[src/rtl/spi_gen_pkg.sv]
// Shared state type and command encodings for the generic SPI slave front-end.
package spi_gen_pkg;

  typedef enum logic [2:0] {
    IDLE,
    CHK_CMD,
    WRITE,
    READ_ADD,
    READ_DATA,
    RD_WAIT,
    RD_SHIFT,
    HOLD
  } spi_state_e;

  localparam logic [1:0] CMD_WR_ADDR = 2'b00;
  localparam logic [1:0] CMD_WR_DATA = 2'b01;
  localparam logic [1:0] CMD_RD_ADDR = 2'b10;
  localparam logic [1:0] CMD_RD_DATA = 2'b11;

endpackage

[src/rtl/spi_piso_tx.sv]
// Load/shift-out register for SPI read data; owns the registered MISO output.
module spi_piso_tx #(
  parameter int unsigned DATA_W    = 8,
  parameter logic        MISO_IDLE = 1'b0
) (
  input  logic              clk,
  input  logic              rst_n,
  input  logic              load_i,
  input  logic              shift_en_i,
  input  logic [DATA_W-1:0] load_data_i,
  output logic              miso_o,
  output logic              done_o
);

  localparam int unsigned CntW = $clog2(DATA_W + 1);

  logic [DATA_W-1:0] shift_q, shift_d;
  logic [CntW-1:0]   cnt_q, cnt_d;
  logic              miso_q, miso_d;

  always_comb begin
    shift_d = shift_q;
    cnt_d   = cnt_q;
    miso_d  = MISO_IDLE;
    if (load_i) begin
      shift_d = load_data_i;
      cnt_d   = CntW'(DATA_W);
    end else if (shift_en_i && (cnt_q != '0)) begin
      miso_d  = shift_q[DATA_W-1];
      shift_d = {shift_q[DATA_W-2:0], 1'b0};
      cnt_d   = cnt_q - CntW'(1);
    end
  end

  always_ff @(posedge clk or negedge rst_n) begin
    if (!rst_n) begin
      shift_q <= '0;
      cnt_q   <= '0;
      miso_q  <= MISO_IDLE;
    end else begin
      shift_q <= shift_d;
      cnt_q   <= cnt_d;
      miso_q  <= miso_d;
    end
  end

  assign miso_o = miso_q;
  assign done_o = (cnt_q == '0);

endmodule

[src/rtl/spi_slave_gen.sv]
// SPI slave front-end for the RAM subsystem: {cmd, payload} frames in, read data out on MISO.
// Define SPI_BURST_EN to let a write-data frame continue as a stream of DATA_W-bit words.
module spi_slave_gen
  import spi_gen_pkg::*;
#(
  parameter int unsigned DATA_W    = 8,
  parameter logic        MISO_IDLE = 1'b0
) (
  input  logic              clk,
  input  logic              rst_n,
  input  logic              SS_n,
  input  logic              MOSI,
  output logic              MISO,
  output logic [DATA_W+1:0] rx_data,
  output logic              rx_valid,
  input  logic [DATA_W-1:0] tx_data,
  input  logic              tx_valid
);

  localparam int unsigned RX_W = DATA_W + 2;
  localparam int unsigned CntW = $clog2(DATA_W + 2);
`ifdef SPI_BURST_EN
  localparam bit BurstEn = 1'b1;
`else
  localparam bit BurstEn = 1'b0;
`endif

  spi_state_e      state_q, state_d;
  logic [RX_W-1:0] shift_q, shift_d;
  logic [CntW-1:0] cnt_q, cnt_d;
  logic [RX_W-1:0] rx_data_q, rx_data_d;
  logic            rx_valid_q, rx_valid_d;
  logic            rd_addr_done_q, rd_addr_done_d;
  logic            burst_q, burst_d;

  logic [RX_W-1:0] frame_word;
  logic            last_bit;
  logic            burst_start;
  logic            tx_load, tx_shift_en, tx_done;

  assign frame_word  = {shift_q[RX_W-2:0], MOSI};
  assign last_bit    = (cnt_q == CntW'(1));
  // Only the first completed write-data frame opens a burst; later words reuse burst_q.
  assign burst_start = BurstEn && !burst_q && (frame_word[RX_W-1:RX_W-2] == CMD_WR_DATA);
  assign tx_load     = (state_q == RD_WAIT) && !SS_n && tx_valid;
  assign tx_shift_en = (state_q == RD_SHIFT) && !SS_n;

  always_ff @(posedge clk or negedge rst_n) begin
    if (!rst_n) state_q <= IDLE;
    else        state_q <= state_d;
  end

  always_comb begin
    state_d = state_q;
    if (SS_n) begin
      state_d = IDLE;
    end else begin
      unique case (state_q)
        IDLE:      state_d = CHK_CMD;
        CHK_CMD:   state_d = !MOSI ? WRITE : (rd_addr_done_q ? READ_DATA : READ_ADD);
        WRITE:     if (last_bit && !burst_q && !burst_start) state_d = HOLD;
        READ_ADD:  if (last_bit) state_d = HOLD;
        READ_DATA: if (last_bit) state_d = RD_WAIT;
        RD_WAIT:   if (tx_valid) state_d = RD_SHIFT;
        RD_SHIFT:  if (tx_done) state_d = HOLD;
        HOLD:      state_d = HOLD;
        default:   state_d = IDLE;
      endcase
    end
  end

  always_comb begin
    shift_d        = shift_q;
    cnt_d          = cnt_q;
    rx_data_d      = rx_data_q;
    rx_valid_d     = 1'b0;
    rd_addr_done_d = rd_addr_done_q;
    burst_d        = burst_q;
    if (SS_n) begin
      shift_d = '0;
      cnt_d   = '0;
      burst_d = 1'b0;
    end else begin
      unique case (state_q)
        CHK_CMD: begin
          shift_d = RX_W'(MOSI);
          cnt_d   = CntW'(DATA_W + 1);
        end
        WRITE, READ_ADD, READ_DATA: begin
          shift_d = frame_word;
          cnt_d   = cnt_q - CntW'(1);
          if (last_bit) begin
            rx_valid_d = 1'b1;
            rx_data_d  = burst_q ? {CMD_WR_DATA, frame_word[DATA_W-1:0]} : frame_word;
            if (state_q == READ_ADD) rd_addr_done_d = 1'b1;
            if ((state_q == WRITE) && (burst_q || burst_start)) begin
              burst_d = 1'b1;
              cnt_d   = CntW'(DATA_W);
            end
          end
        end
        RD_SHIFT: if (tx_done) rd_addr_done_d = 1'b0;
        default: ;
      endcase
    end
  end

  always_ff @(posedge clk or negedge rst_n) begin
    if (!rst_n) begin
      shift_q        <= '0;
      cnt_q          <= '0;
      rx_data_q      <= '0;
      rx_valid_q     <= 1'b0;
      rd_addr_done_q <= 1'b0;
      burst_q        <= 1'b0;
    end else begin
      shift_q        <= shift_d;
      cnt_q          <= cnt_d;
      rx_data_q      <= rx_data_d;
      rx_valid_q     <= rx_valid_d;
      rd_addr_done_q <= rd_addr_done_d;
      burst_q        <= burst_d;
    end
  end

  spi_piso_tx #(
    .DATA_W   (DATA_W),
    .MISO_IDLE(MISO_IDLE)
  ) u_piso_tx (
    .clk        (clk),
    .rst_n      (rst_n),
    .load_i     (tx_load),
    .shift_en_i (tx_shift_en),
    .load_data_i(tx_data),
    .miso_o     (MISO),
    .done_o     (tx_done)
  );

  assign rx_data  = rx_data_q;
  assign rx_valid = rx_valid_q;

endmodule

[config.mk]
export PLATFORM = sky130hd
export DESIGN_NAME = spi_slave_gen
export DESIGN_NICKNAME = d
export VERILOG_FILES = /design/src/rtl/spi_gen_pkg.sv /design/src/rtl/spi_piso_tx.sv /design/src/rtl/spi_slave_gen.sv
export SDC_FILE = /design/constraint.sdc
export NUM_CORES = 1
export LEC_CHECK = 0
export ABC_CLOCK_PERIOD_IN_PS = 1940
export BUFFER_PORTS_ARGS = -buffer_cell sky130_fd_sc_hd__buf_2
export CAP_MARGIN = 20
export CORE_MARGIN = 3
export CORE_UTILIZATION = 45
export CTS_CLUSTER_SIZE = 8
export DETAILED_ROUTE_END_ITERATION = 7
export GPL_TIMING_DRIVEN = 1
export PLACE_DENSITY = 0.67
export SETUP_SLACK_MARGIN = 0.3
export SLEW_MARGIN = 10
export SYNTH_ARGS = -nofsm -noshare
export SYNTH_HDL_FRONTEND = slang
export SYNTH_SLANG_ARGS = --single-unit
[constraint.sdc]
create_clock -name clk -period 1.94 [get_ports clk]
set_input_delay 0.291 -clock clk [delete_from_list [all_inputs] [get_ports clk]]
set_output_delay 0.291 -clock clk [all_outputs]
set_load 0.01 [all_outputs]
==> impl_results.rst, run 1 <==
.. list-table::
   :header-rows: 1

   * - Metric
     - Value
   * - Result of the run
     - finished, final reports clean
   * - Hold WS
     - 0.04960 ns
   * - Total power consumption of the routed design
     - 3.156 mW
   * - Post-synthesis instance total
     - 181
   * - Crit end category
     - flop
   * - Die area
     - 5206 um^2
   * - Largest stage delay on the critical path
     - 0.41 ns
   * - Fin Clk Skew
     - 0.006038 ns
   * - Cell at the root of the clock tree
     - clkbuf_8
   * - Minimum setup slack in the final design
     - 0.05454 ns
   * - Slew HR
     - 63.78%
   * - CTS tree
     - yes
   * - Remaining antenna violation count
     - 0
   * - Clock-pin transition on the worst setup and hold timing paths
     - 0.08 ns
   * - Post-Synthesis Cell Area
     - 1969 um^2
   * - Top cell types by occurrence after synthesis
     - dfrtp_1, inv_1, o21ai_0, nand2_1, a22o_1
   * - Max-slew violation count
     - 0
   * - Sink count of the clock tree
     - 42
   * - Total DRC errors in the routed layout
     - 0
   * - Count of buffers from port buffering
     - 24
   * - Start of the worst register-to-register path
     - cnt_q[1]
   * - Worst Path Max Fanout
     - 6
   * - Area share of the largest cell type after synthesis
     - 53.37%
   * - Core Footprint
     - 4115 um^2
   * - Arrival @ worst endpoint
     - 2.06 ns
   * - Share of the clock period used by the worst path after layout
     - 97.19%
   * - Latest clock arrival within the worst-skew pair
     - 0.30 ns
   * - CP Data Required Time
     - 2.12 ns
   * - Cells along the critical path
     - inv_2, ha_4, or3b_4, a211oi_4, buf_4, buf_12, mux2_4
   * - Post-synthesis area per instance
     - 10.88 um^2
   * - Fill cells
     - 330
   * - Synth-to-Final Area Change
     - 24.14%
   * - Pre-CTS setup slack
     - -0.01907 ns
   * - Wire length of the first global-routing pass
     - 7.113 mm
   * - Warning count from the yosys run
     - 0
   * - Largest cells by area after synthesis
     - dfrtp_1, a22o_1, mux2_4
   * - Fmax
     - 0.5304 GHz
   * - Leakage power figure
     - 1.178 nW
   * - Share of post-route cells with drive strength above 1
     - 33.48%
   * - Hold Vio Cnt, Final
     - 0
   * - Most used DFF post-synth
     - dfrtp_1
   * - Cts bufs inserted
     - 5
   * - Sequential fraction of the synthesis area
     - 53.37%
   * - Kind of start point of the critical path
     - flop
   * - Class of the worst hold path
     - in2async
   * - Htree depth
     - 2
   * - Starting utilization of the core area
     - 47.86%
   * - Antenna violations before repair
     - 0
   * - Longest Clk Path Bufs
     - 2
   * - Slew at the pin closest to its max-slew limit
     - 0.5433 ns
   * - Final weighted congestion of routability-driven global placement
     - 0.8308
   * - Largest net degree at the start of global routing
     - 43
   * - Routed wire length
     - 4.271 mm
   * - 1st-iter DRT viols
     - 77
   * - Horizontal extent of the die
     - 72.16 um
   * - Area leader, netlist
     - dfrtp_1
   * - Post-synth EDFFs
     - 0
   * - Final Setup Violations
     - 0
   * - Count of cell types in the netlist
     - 39
   * - Height of the die
     - 72.16 um
   * - Peak VDD IR
     - 0.6914 mV
   * - Total number of nets in the final design
     - 237
   * - Vias in the first global route
     - 1540
   * - Number of top-level pins
     - 25
   * - Via total after detailed routing
     - 1497
   * - Max capacitance violation total
     - 0
   * - Per-cell via count in the routed design
     - 5.524
   * - Total gr overflow
     - 0
   * - Final Critical Period
     - 1.885 ns
   * - Net count of the mapped netlist
     - 198
   * - Detailed-placement wirelength estimate
     - 2.765 mm
   * - Setup repair after global routing missed its margin
     - true
   * - Flops & latches, synth
     - 42
   * - Routed wirelength normalized by instance count
     - 15.76 um
   * - Slowest stage cell, crit path
     - dfrtp_1
   * - Most common cell in the synthesized netlist
     - dfrtp_1
   * - Number of placement rows
     - 23
   * - Launching element of the worst setup path
     - cnt_q[1]
   * - Antenna Cells
     - 0
   * - TritonRoute pass-1 iters
     - 4
   * - Global-route usage over all layers
     - 17.63%
   * - Fraction of registers with async set or reset after synthesis
     - 100.0%
   * - PwrDens
     - 1291 nW/um^2
   * - Crit path kind
     - reg2reg
## cells by family (layout without fill, tap and decap cells)
| family | Yosys count | count (layout) | synth area share, % |
|---|---|---|---|
| AO/OA/AOI/OAI | 47 | 47 | 16.58 |
| XOR/XNOR | 3 | 3 | 1.334 |
| adder cells (fa/ha/maj) | 4 | 4 | 2.541 |
| flip-flops | 42 | 42 | 53.37 |
| AND/OR/NAND/NOR | 48 | 48 | 13.53 |
| buffers and inverters | 26 | 66 | 5.527 |
| multiplexers | 11 | 11 | 7.115 |
## worst max-delay path: cells and delay by family (launching register included)
kind	cells	cell delay [ns]
buf+inv	3	0.36
fa+ha+maj	1	0.12
compound gates	1	0.19
simple gates	1	0.39
flops	1	0.41
mux	1	0.30
## power by group
group	total, mW	leakage (nW)	internal [mW]	switching, mW
clock network	0.680	0.0579	0.379	0.301
registers	1.26	0.546	1.11	0.156
logic	1.21	0.574	0.569	0.644
total	3.16	1.18	2.05	1.10
## layout make-up
| cell class | count | area (um^2) | area share [%] |
|---|---|---|---|
| well taps | 50 | 62.56 | 2.559 |
| repair buffers | 40 | 276.5 | 11.31 |
| flip-flops and latches | 42 | 1051 | 42.99 |
| clock buffers | 5 | 68.82 | 2.815 |
| multi-input cells | 113 | 878.3 | 35.93 |
| clock inverters | 3 | 40.04 | 1.638 |
| inverters | 18 | 67.56 | 2.764 |
## worst paths after layout
path / to / slack [ns] / cells past startpoint
worst max-delay path: rx_data[6] / 0.05 / 7
worst min-delay path: state_q[1] / 0.05 / 2
worst max register to register: rx_data[6] / 0.05 / 7
worst min register to register: u_piso_tx.miso_o / 0.50 / 2
max in group asynchronous: u_piso_tx.shift_q[4] / 1.52 / 2
min in group clk: u_piso_tx.shift_q[7] / 0.23 / 3
## state kept, by name, summed over array words and instances, names as in the netlist
| signal | cells |
|---|---|
| burst_q | 1 |
| cnt_q | 4 |
| rd_addr_done_q | 1 |
| rx_data | 10 |
| rx_valid | 1 |
| shift_q | 9 |
| state_q | 3 |
| u_piso_tx.cnt_q | 4 |
| u_piso_tx.miso_o | 1 |
| u_piso_tx.shift_q | 8 |
## what timing repair did
action,in CTS,in global routing
buffers inserted,6,1
pin swaps,4,1
gates cloned,1,0
gates resized for setup,15,3
endpoints found under the setup margin,32,34
hold buffers,0,0
## metal layers
metal | track usage (%) | vias up | wire length [um]
li1 | - | 708 | -
met1 | 22.45 | 734 | 1875
met2 | 28.41 | 43 | 2076
met3 | 4.155 | 12 | 228
met4 | 8.142 | 0 | 91
met5 | 0 | - | 0
## stage by stage
step,utilization [%],TNS [ns],instance area [um^2],std cells
after detailed placement,53.33,-0.03519,2195,255
after floorplan,-,0,1982,181
after global placement,53.33,0,2195,255
after global routing,59.41,0,2445,271
after CTS,58.92,0,2425,270
final,59.41,0,2445,271
## cells in the final DEF (no fill, tap or decap), drive strengths merged, types with 2 or more instances in the layout
cell	n
mux2	9
and2	3
nor3b	2
nor2b	3
dfrtp	42
xor2	2
mux2i	2
o21ai	15
inv	18
a22o	9
nand2	12
nor4bb	2
a21oi	9
a22oi	7
nand3	6
nor2	8
buf	40
clkinv	2
nor3	3
nand2b	2
ha	4
clkbuf	5
or3b	3
Power figures use the tool's default switching activity.
==> inputs of run 2 (changes only) <==
--- a/config.mk
+++ b/config.mk
@@ -5,7 +5,7 @@
 export SDC_FILE = /design/constraint.sdc
 export NUM_CORES = 1
 export LEC_CHECK = 0
-export ABC_CLOCK_PERIOD_IN_PS = 1940
+export ABC_CLOCK_PERIOD_IN_PS = 1900
 export BUFFER_PORTS_ARGS = -buffer_cell sky130_fd_sc_hd__buf_2
 export CAP_MARGIN = 20
 export CORE_MARGIN = 3
@@ -13,7 +13,7 @@
 export CTS_CLUSTER_SIZE = 8
 export DETAILED_ROUTE_END_ITERATION = 7
 export GPL_TIMING_DRIVEN = 1
-export PLACE_DENSITY = 0.67
+export PLACE_DENSITY = 0.65
 export SETUP_SLACK_MARGIN = 0.3
 export SLEW_MARGIN = 10
 export SYNTH_ARGS = -nofsm -noshare
==> constraint.sdc (replaced) <==
create_clock -name clk -period 1.9 [get_ports clk]
set_input_delay 0.285 -clock clk [delete_from_list [all_inputs] [get_ports clk]]
set_output_delay 0.285 -clock clk [all_outputs]
set_load 0.01 [all_outputs]
==> run 2 against run 1 <==
Final cell count up 1.8%. Total power up 1.6%. Maximum frequency is 2.1% higher. Flip-flop and latch count stayed put. Die area stayed put. Via count shrank 1.9%. Critical path depth is 1 lower. Global-route usage rose by 0.062 points. Register-to-register slack about the same. Cell area grew 2.1%. Largest cell class unchanged. Largest power group is now combinational cells. Highest routed layer unchanged.
==> impl_results.rst, run 2 (synthesis gave the netlist of run 1 again) <==
.. list-table::
   :header-rows: 1

   * - Metric
     - Value
   * - Result of the run
     - finished, final reports clean
   * - Crit end category
     - flop
   * - Slowest stage cell, crit path
     - dfrtp_1
   * - Top library cells by usage in the layout, fill and taps aside
     - dfrtp_1, buf_2, inv_1, buf_4, nand2_1
   * - Detailed-placement wirelength estimate
     - 2.846 mm (+2.9%)
   * - Count of buffers from port buffering
     - 24 (unchanged)
   * - Kind of start point of the critical path
     - flop
   * - Reg-to-reg endpoint
     - rx_data[0]
   * - Clock-pin transition on the worst setup and hold timing paths
     - 0.08 ns (about the same)
   * - Longest Clk Path Bufs
     - 2 (unchanged)
   * - Share of the clock period used by the worst path after layout
     - 97.18% (about the same)
   * - Total gr overflow
     - 0 (unchanged)
   * - CTS tree
     - yes
   * - Launching element of the worst setup path
     - cnt_q[1]
   * - Die area
     - 5206 um^2 (unchanged)
   * - Largest net degree at the start of global routing
     - 38 (-12%)
   * - Vias in the first global route
     - 1537 (-0.19%)
   * - Leakage power figure
     - 1.186 nW (+0.75%)
   * - Latest clock arrival within the worst-skew pair
     - 0.30 ns (about the same)
   * - Largest stage delay on the critical path
     - 0.41 ns (about the same)
   * - Final Setup Violations
     - 0 (unchanged)
   * - Total DRC errors in the routed layout
     - 0 (unchanged)
   * - Final weighted congestion of routability-driven global placement
     - 0.8054 (-3.1%)
   * - Max-slew violation count
     - 0 (unchanged)
   * - Slew HR
     - 45.56% (-18 points)
   * - Critical path buffers and inverters
     - 2 (-1)
   * - Number of placement rows
     - 23 (unchanged)
   * - Antenna violations before repair
     - 0 (unchanged)
   * - Arrival @ worst endpoint
     - 2.03 ns (-0.03 ns)
   * - Sink count of the clock tree
     - 42 (unchanged)
   * - Register-to-Register Setup Slack
     - 0.05 ns (about the same)
   * - Antenna Cells
     - 0 (unchanged)
   * - PwrDens
     - 1284 nW/um^2 (-0.53%)
   * - Cells along the critical path
     - inv_2, ha_4, or3b_4, a211oi_4, buf_6, mux2_4
   * - Per-cell via count in the routed design
     - 5.319 (-3.7%)
   * - Routed wirelength normalized by instance count
     - 15.16 um (-3.8%)
   * - Global-route usage over all layers
     - 17.69% (+0.062 points)
   * - Utilization of the core after routing
     - 60.69% (+1.3 points)
   * - Crit path kind
     - reg2reg
   * - Htree depth
     - 2 (unchanged)
   * - Start of the worst register-to-register path
     - cnt_q[1]
   * - Fin Clk Skew
     - 0.007022 ns (+0.0009836 ns)
   * - Setup repair after global routing missed its margin
     - true
   * - Fmax
     - 0.5416 GHz (+2.1%)
   * - Flip-flop count of the largest register, all copies and words added
     - 10 (unchanged)
   * - Final Critical Period
     - 1.846 ns (-0.03902 ns)
   * - Hold Vio Cnt, Final
     - 0 (unchanged)
   * - Horizontal extent of the die
     - 72.16 um (unchanged)
   * - Largest delay share family, worst path
     - flip-flops
   * - Core Footprint
     - 4115 um^2 (unchanged)
   * - Wire length of the first global-routing pass
     - 7.134 mm (+0.30%)
   * - Number of top-level pins
     - 25 (unchanged)
   * - Total power consumption of the routed design
     - 3.207 mW (+1.6%)
   * - Number of buffers inserted by hold repair at cts
     - 0 (unchanged)
   * - Leading cell type in the layout, fill and taps excluded
     - dfrtp_1
   * - Starting utilization of the core area
     - 47.86% (unchanged)
   * - Slew at the pin closest to its max-slew limit
     - 0.8166 ns (+0.2732 ns)
   * - Synth-to-Final Area Change
     - 26.81%
   * - Max capacitance violation total
     - 0 (unchanged)
   * - Peak VDD IR
     - 0.6019 mV (-13%)
   * - Routed wire length
     - 4.184 mm (-2.0%)
   * - Number of cell instances on the worst register-to-register path
     - 6 (-1)
   * - Class of the worst hold path
     - in2async
   * - Cts bufs inserted
     - 5 (unchanged)
   * - Worst Path Max Fanout
     - 5 (-1)
   * - Height of the die
     - 72.16 um (unchanged)
   * - 1st-iter DRT viols
     - 56 (-27%)
   * - Final-layout setup total negative slack
     - 0 ns (unchanged)
   * - Cell at the root of the clock tree
     - clkbuf_8
   * - Hold WS
     - 0.06879 ns (+0.01919 ns)
   * - Share of post-route cells with drive strength above 1
     - 39.38% (+5.9 points)
   * - TritonRoute pass-1 iters
     - 4 (unchanged)
   * - Remaining antenna violation count
     - 0 (unchanged)
   * - CP Data Required Time
     - 2.08 ns (-0.04 ns)
   * - Via total after detailed routing
     - 1468 (-1.9%)
   * - Total number of nets in the final design
     - 242 (+2.1%)
==> run 2: repair_timing <==
action / 4_1_cts / 5_1_grt
gates cloned: 0 / 1
buffers inserted: 4 / 4
pin swaps: 1 / 8
resized for setup: 16 / 16
setup endpoints to repair: 31 / 33
==> run 2: through the flow <==
stage                     area, um^2  cells  setup WS [ns]
after floorplan                 1996    181        0.04047
after global placement          2217    259        0.02905
after detailed placement        2217    259       -0.01236
after CTS                       2386    271        0.07441
after global routing            2497    276        0.03667
final                           2497    276        0.05357
==> run 2: worst max path at each step <==
| stage | to | depth (start not counted) |
|---|---|---|
| after floorplan | rx_data[1] | 6 |
| after global placement | rx_data[0] | 6 |
| after detailed placement | rx_data[0] | 6 |
| after CTS | rx_data[0] | 6 |
| after global routing | rx_data[0] | 6 |
| final | rx_data[0] | 6 |
==> run 2: area by class of cell <==
cell class / count / area, um^2
clock buffers: 5 / 68.82
fillers: 341 / 1618
inverters: 18 / 67.56
multi-input cells: 113 / 932.1
clock inverters: 3 / 21.27
repair buffers: 45 / 294.0
well taps: 50 / 62.56
flip-flops and latches: 42 / 1051
==> run 2: report_power, final <==
group	total (mW)	switching, mW	internal (mW)	leakage (nW)
Sequential	1.31	0.177	1.13	0.546
Combinational	1.32	0.670	0.650	0.596
Clock	0.579	0.321	0.258	0.0441
==> run 2: layer usage <==
layer	vias to the layer above	share of wire [%]	track usage, %
met1	716	45	21.45
met2	24	49	29.63
met3	9	4.4	5.125
li1	719	-	-
met5	-	0	0
met4	0	1.8	6.889
==> inputs of run 3 (changes only) <==
--- a/config.mk
+++ b/config.mk
@@ -9,11 +9,11 @@
 export BUFFER_PORTS_ARGS = -buffer_cell sky130_fd_sc_hd__buf_2
 export CAP_MARGIN = 20
 export CORE_MARGIN = 3
-export CORE_UTILIZATION = 45
+export CORE_UTILIZATION = 56
 export CTS_CLUSTER_SIZE = 8
 export DETAILED_ROUTE_END_ITERATION = 7
 export GPL_TIMING_DRIVEN = 1
-export PLACE_DENSITY = 0.65
+export PLACE_DENSITY = 0.78
 export SETUP_SLACK_MARGIN = 0.3
 export SLEW_MARGIN = 10
 export SYNTH_ARGS = -nofsm -noshare
==> constraint.sdc (replaced) <==
create_clock -name clk -period 1.9 [get_ports clk]
set_input_delay 0.38 -clock clk [delete_from_list [all_inputs] [get_ports clk]]
set_output_delay 0.38 -clock clk [all_outputs]
set_load 0.01 [all_outputs]
==> run 3 against run 2 <==
The flow now finishes with violations (setup timing). Total power rose by 6.7%. Clock skew increased by 0.0033 ns. Sequential share of layout area shrank 2.4 points. Non-clock buffer count up 9. Via count is 11% higher. Largest power group unchanged. Combinational power increased by 24%. Sequential power about the same.
==> impl_results.rst, run 3 (synthesis gave the netlist of run 1 again) <==
.. list-table::
   :header-rows: 1

   * - Metric
     - Value
   * - Number of top-level pins
     - 25 (unchanged)
   * - Horizontal extent of the die
     - 65.30 um (-9.5%)
   * - PwrDens
     - 1293 nW/um^2 (+0.72%)
   * - Htree depth
     - 2 (unchanged)
   * - Final weighted congestion of routability-driven global placement
     - 0.8437 (+4.8%)
   * - TritonRoute pass-1 iters
     - 4 (unchanged)
   * - Per-cell via count in the routed design
     - 5.821 (+9.4%)
   * - Antenna Cells
     - 0 (unchanged)
   * - Max-slew violation count
     - 0 (unchanged)
   * - Non-Filler Instances
     - 279 (+1.1%)
   * - Arrival @ worst endpoint
     - 2.23 ns (+0.20 ns)
   * - Minimum setup slack in the final design
     - -0.05360 ns (-0.1072 ns)
   * - Count of buffers from port buffering
     - 24 (unchanged)
   * - Starting utilization of the core area
     - 61.48% (+14 points)
   * - Cts bufs inserted
     - 5 (unchanged)
   * - Largest net degree at the start of global routing
     - 23 (-39%)
   * - Finished layout cell area
     - 2646 um^2 (+6.0%)
   * - Cell at the root of the clock tree
     - clkbuf_4
   * - Total power consumption of the routed design
     - 3.422 mW (+6.7%)
   * - Total DRC errors in the routed layout
     - 0 (unchanged)
   * - Sink count of the clock tree
     - 42 (unchanged)
   * - Fin Clk Skew
     - 0.01033 ns (+0.003310 ns)
   * - Max capacitance violation total
     - 0 (unchanged)
   * - Hold Vio Cnt, Final
     - 0 (unchanged)
   * - 1st-iter DRT viols
     - 110 (+96%)
   * - Kind of start point of the critical path
     - flop
   * - Setup repair after global routing missed its margin
     - true
   * - Core Footprint
     - 3203 um^2 (-22%)
   * - Crit end category
     - flop
   * - Antenna violations before repair
     - 0 (unchanged)
   * - Detailed-placement wirelength estimate
     - 3.083 mm (+8.3%)
   * - Global-route usage over all layers
     - 24.61% (+6.9 points)
   * - Leakage power figure
     - 1.250 nW (+5.4%)
   * - Routed wire length
     - 5.240 mm (+25%)
   * - Cell area reported after detailed placement
     - 2235 um^2 (+0.79%)
   * - Result of the run
     - complete, but fails checks
   * - Top library cells by usage in the layout, fill and taps aside
     - dfrtp_1, buf_2, buf_4
   * - Share of post-route cells with drive strength above 1
     - 44.26% (+4.9 points)
   * - Number of placement rows
     - 20 (-13%)
   * - CP Data Required Time
     - 2.17 ns (+0.09 ns)
   * - Latest clock arrival within the worst-skew pair
     - 0.37 ns (+0.07 ns)
   * - Final-layout setup total negative slack
     - -0.2491 ns (-0.2491 ns)
   * - Utilization of the core after routing
     - 82.62% (+22 points)
   * - DP Cell Count
     - 253 (-2.3%)
   * - Die area
     - 4264 um^2 (-18%)
   * - Class of the worst hold path
     - in2reg
   * - Peak VDD IR
     - 0.8300 mV (+38%)
   * - Remaining antenna violation count
     - 0 (unchanged)
   * - Height of the die
     - 65.30 um (-9.5%)
   * - Routed wirelength normalized by instance count
     - 18.78 um (+24%)
   * - Synth-to-Final Area Change
     - 34.37%
   * - Hold WS
     - 0.2157 ns (+0.1469 ns)
   * - Via total after detailed routing
     - 1624 (+11%)
   * - Vias in the first global route
     - 1640 (+6.7%)
   * - Failing checks
     - setup timing
   * - Share of the clock period used by the worst path after layout
     - 102.8% (+5.6 points)
   * - Pre-CTS setup slack
     - -0.01439 ns (-0.002026 ns)
   * - Wire length of the first global-routing pass
     - 7.893 mm (+11%)
   * - Longest Clk Path Bufs
     - 2 (unchanged)
   * - Slew HR
     - 63.69% (+18 points)
   * - Leading cell type in the layout, fill and taps excluded
     - dfrtp_1
   * - Worst Path Max Fanout
     - 5 (unchanged)
   * - Final Setup Violations
     - 8 (+8)
   * - Crit path kind
     - reg2reg
   * - CTS tree
     - yes
   * - Total gr overflow
     - 0 (unchanged)
   * - Slew at the pin closest to its max-slew limit
     - 0.5447 ns (-0.2719 ns)
   * - Final Critical Period
     - 1.954 ns (+0.1072 ns)
   * - Clock-pin transition on the worst setup and hold timing paths
     - 0.13 ns (+0.05 ns)
   * - Total number of nets in the final design
     - 251 (+3.7%)
   * - Fmax
     - 0.5119 GHz (-5.5%)
   * - Flip-flop count of the largest register, all copies and words added
     - 10 (unchanged)
run 3: cell count changes in the layout (fill, tap and decap cells not counted), moves of 2 or more:
cell      change
buf_12        +2
buf_4         +4
clkbuf_4      +5
clkbuf_8      -5
nand3_1       -2
nand3_2       +2
o21ai_0       -3
o21ai_1       +2
run 3: timing repair:
| item | CTS | global route |
|---|---|---|
| pin swaps | 2 | 9 |
| setup buffers | 9 | 6 |
| gates resized for setup | 17 | 31 |
| gates cloned | 1 | 1 |
| hold buffers | 1 | 0 |
| setup endpoints to repair | 22 | 38 |
| hold endpoints to repair | 21 | 0 |
run 3: where the power goes:
group          internal [mW]  switching [mW]
registers               1.13           0.203
logic                  0.809           0.828
clock network          0.144           0.310
total                   2.08            1.34
run 3: cell type report:
type                       count  area [um^2]
fill                         182        556.8
clock buffer                   5        37.54
tap                           44        55.05
multi-input combinational    113         1001
clock inverter                 3        21.27
sequential                    42         1051
inverter                      18        67.56
timing repair buffer          54        412.9
run 3: per-layer routing:
layer / vias to the layer above / track usage, % / part of all wire, %
li1: 739 / - / -
met1: 814 / 29.52 / 41
met2: 51 / 42.10 / 52
met3: 20 / 6.667 / 4.2
met4: 0 / 9.326 / 3.5
met5: - / 0 / 0
run 3: final timing paths:
check	startpoint	slack (ns)	cells past startpoint	endpoint
hold / removal	tx_data[0]	0.22	3	u_piso_tx.shift_q[0]
max in group asynchronous	rst_n	0.87	3	state_q[1]
setup / recovery	cnt_q[1]	-0.05	7	rx_data[0]
min in group asynchronous	rst_n	0.51	2	rx_data[4]
setup reg to reg	cnt_q[1]	-0.05	7	rx_data[0]
hold reg to reg	rx_data[3]	0.52	1	rx_data[3]
run 3: critical path: stages, from the launching register on:
cell      delay [ns]
dfrtp_1         0.42
inv_2           0.08
ha_4            0.13
or3b_4          0.39
a211oi_4        0.23
buf_4           0.18
buf_12          0.11
mux2_4          0.31
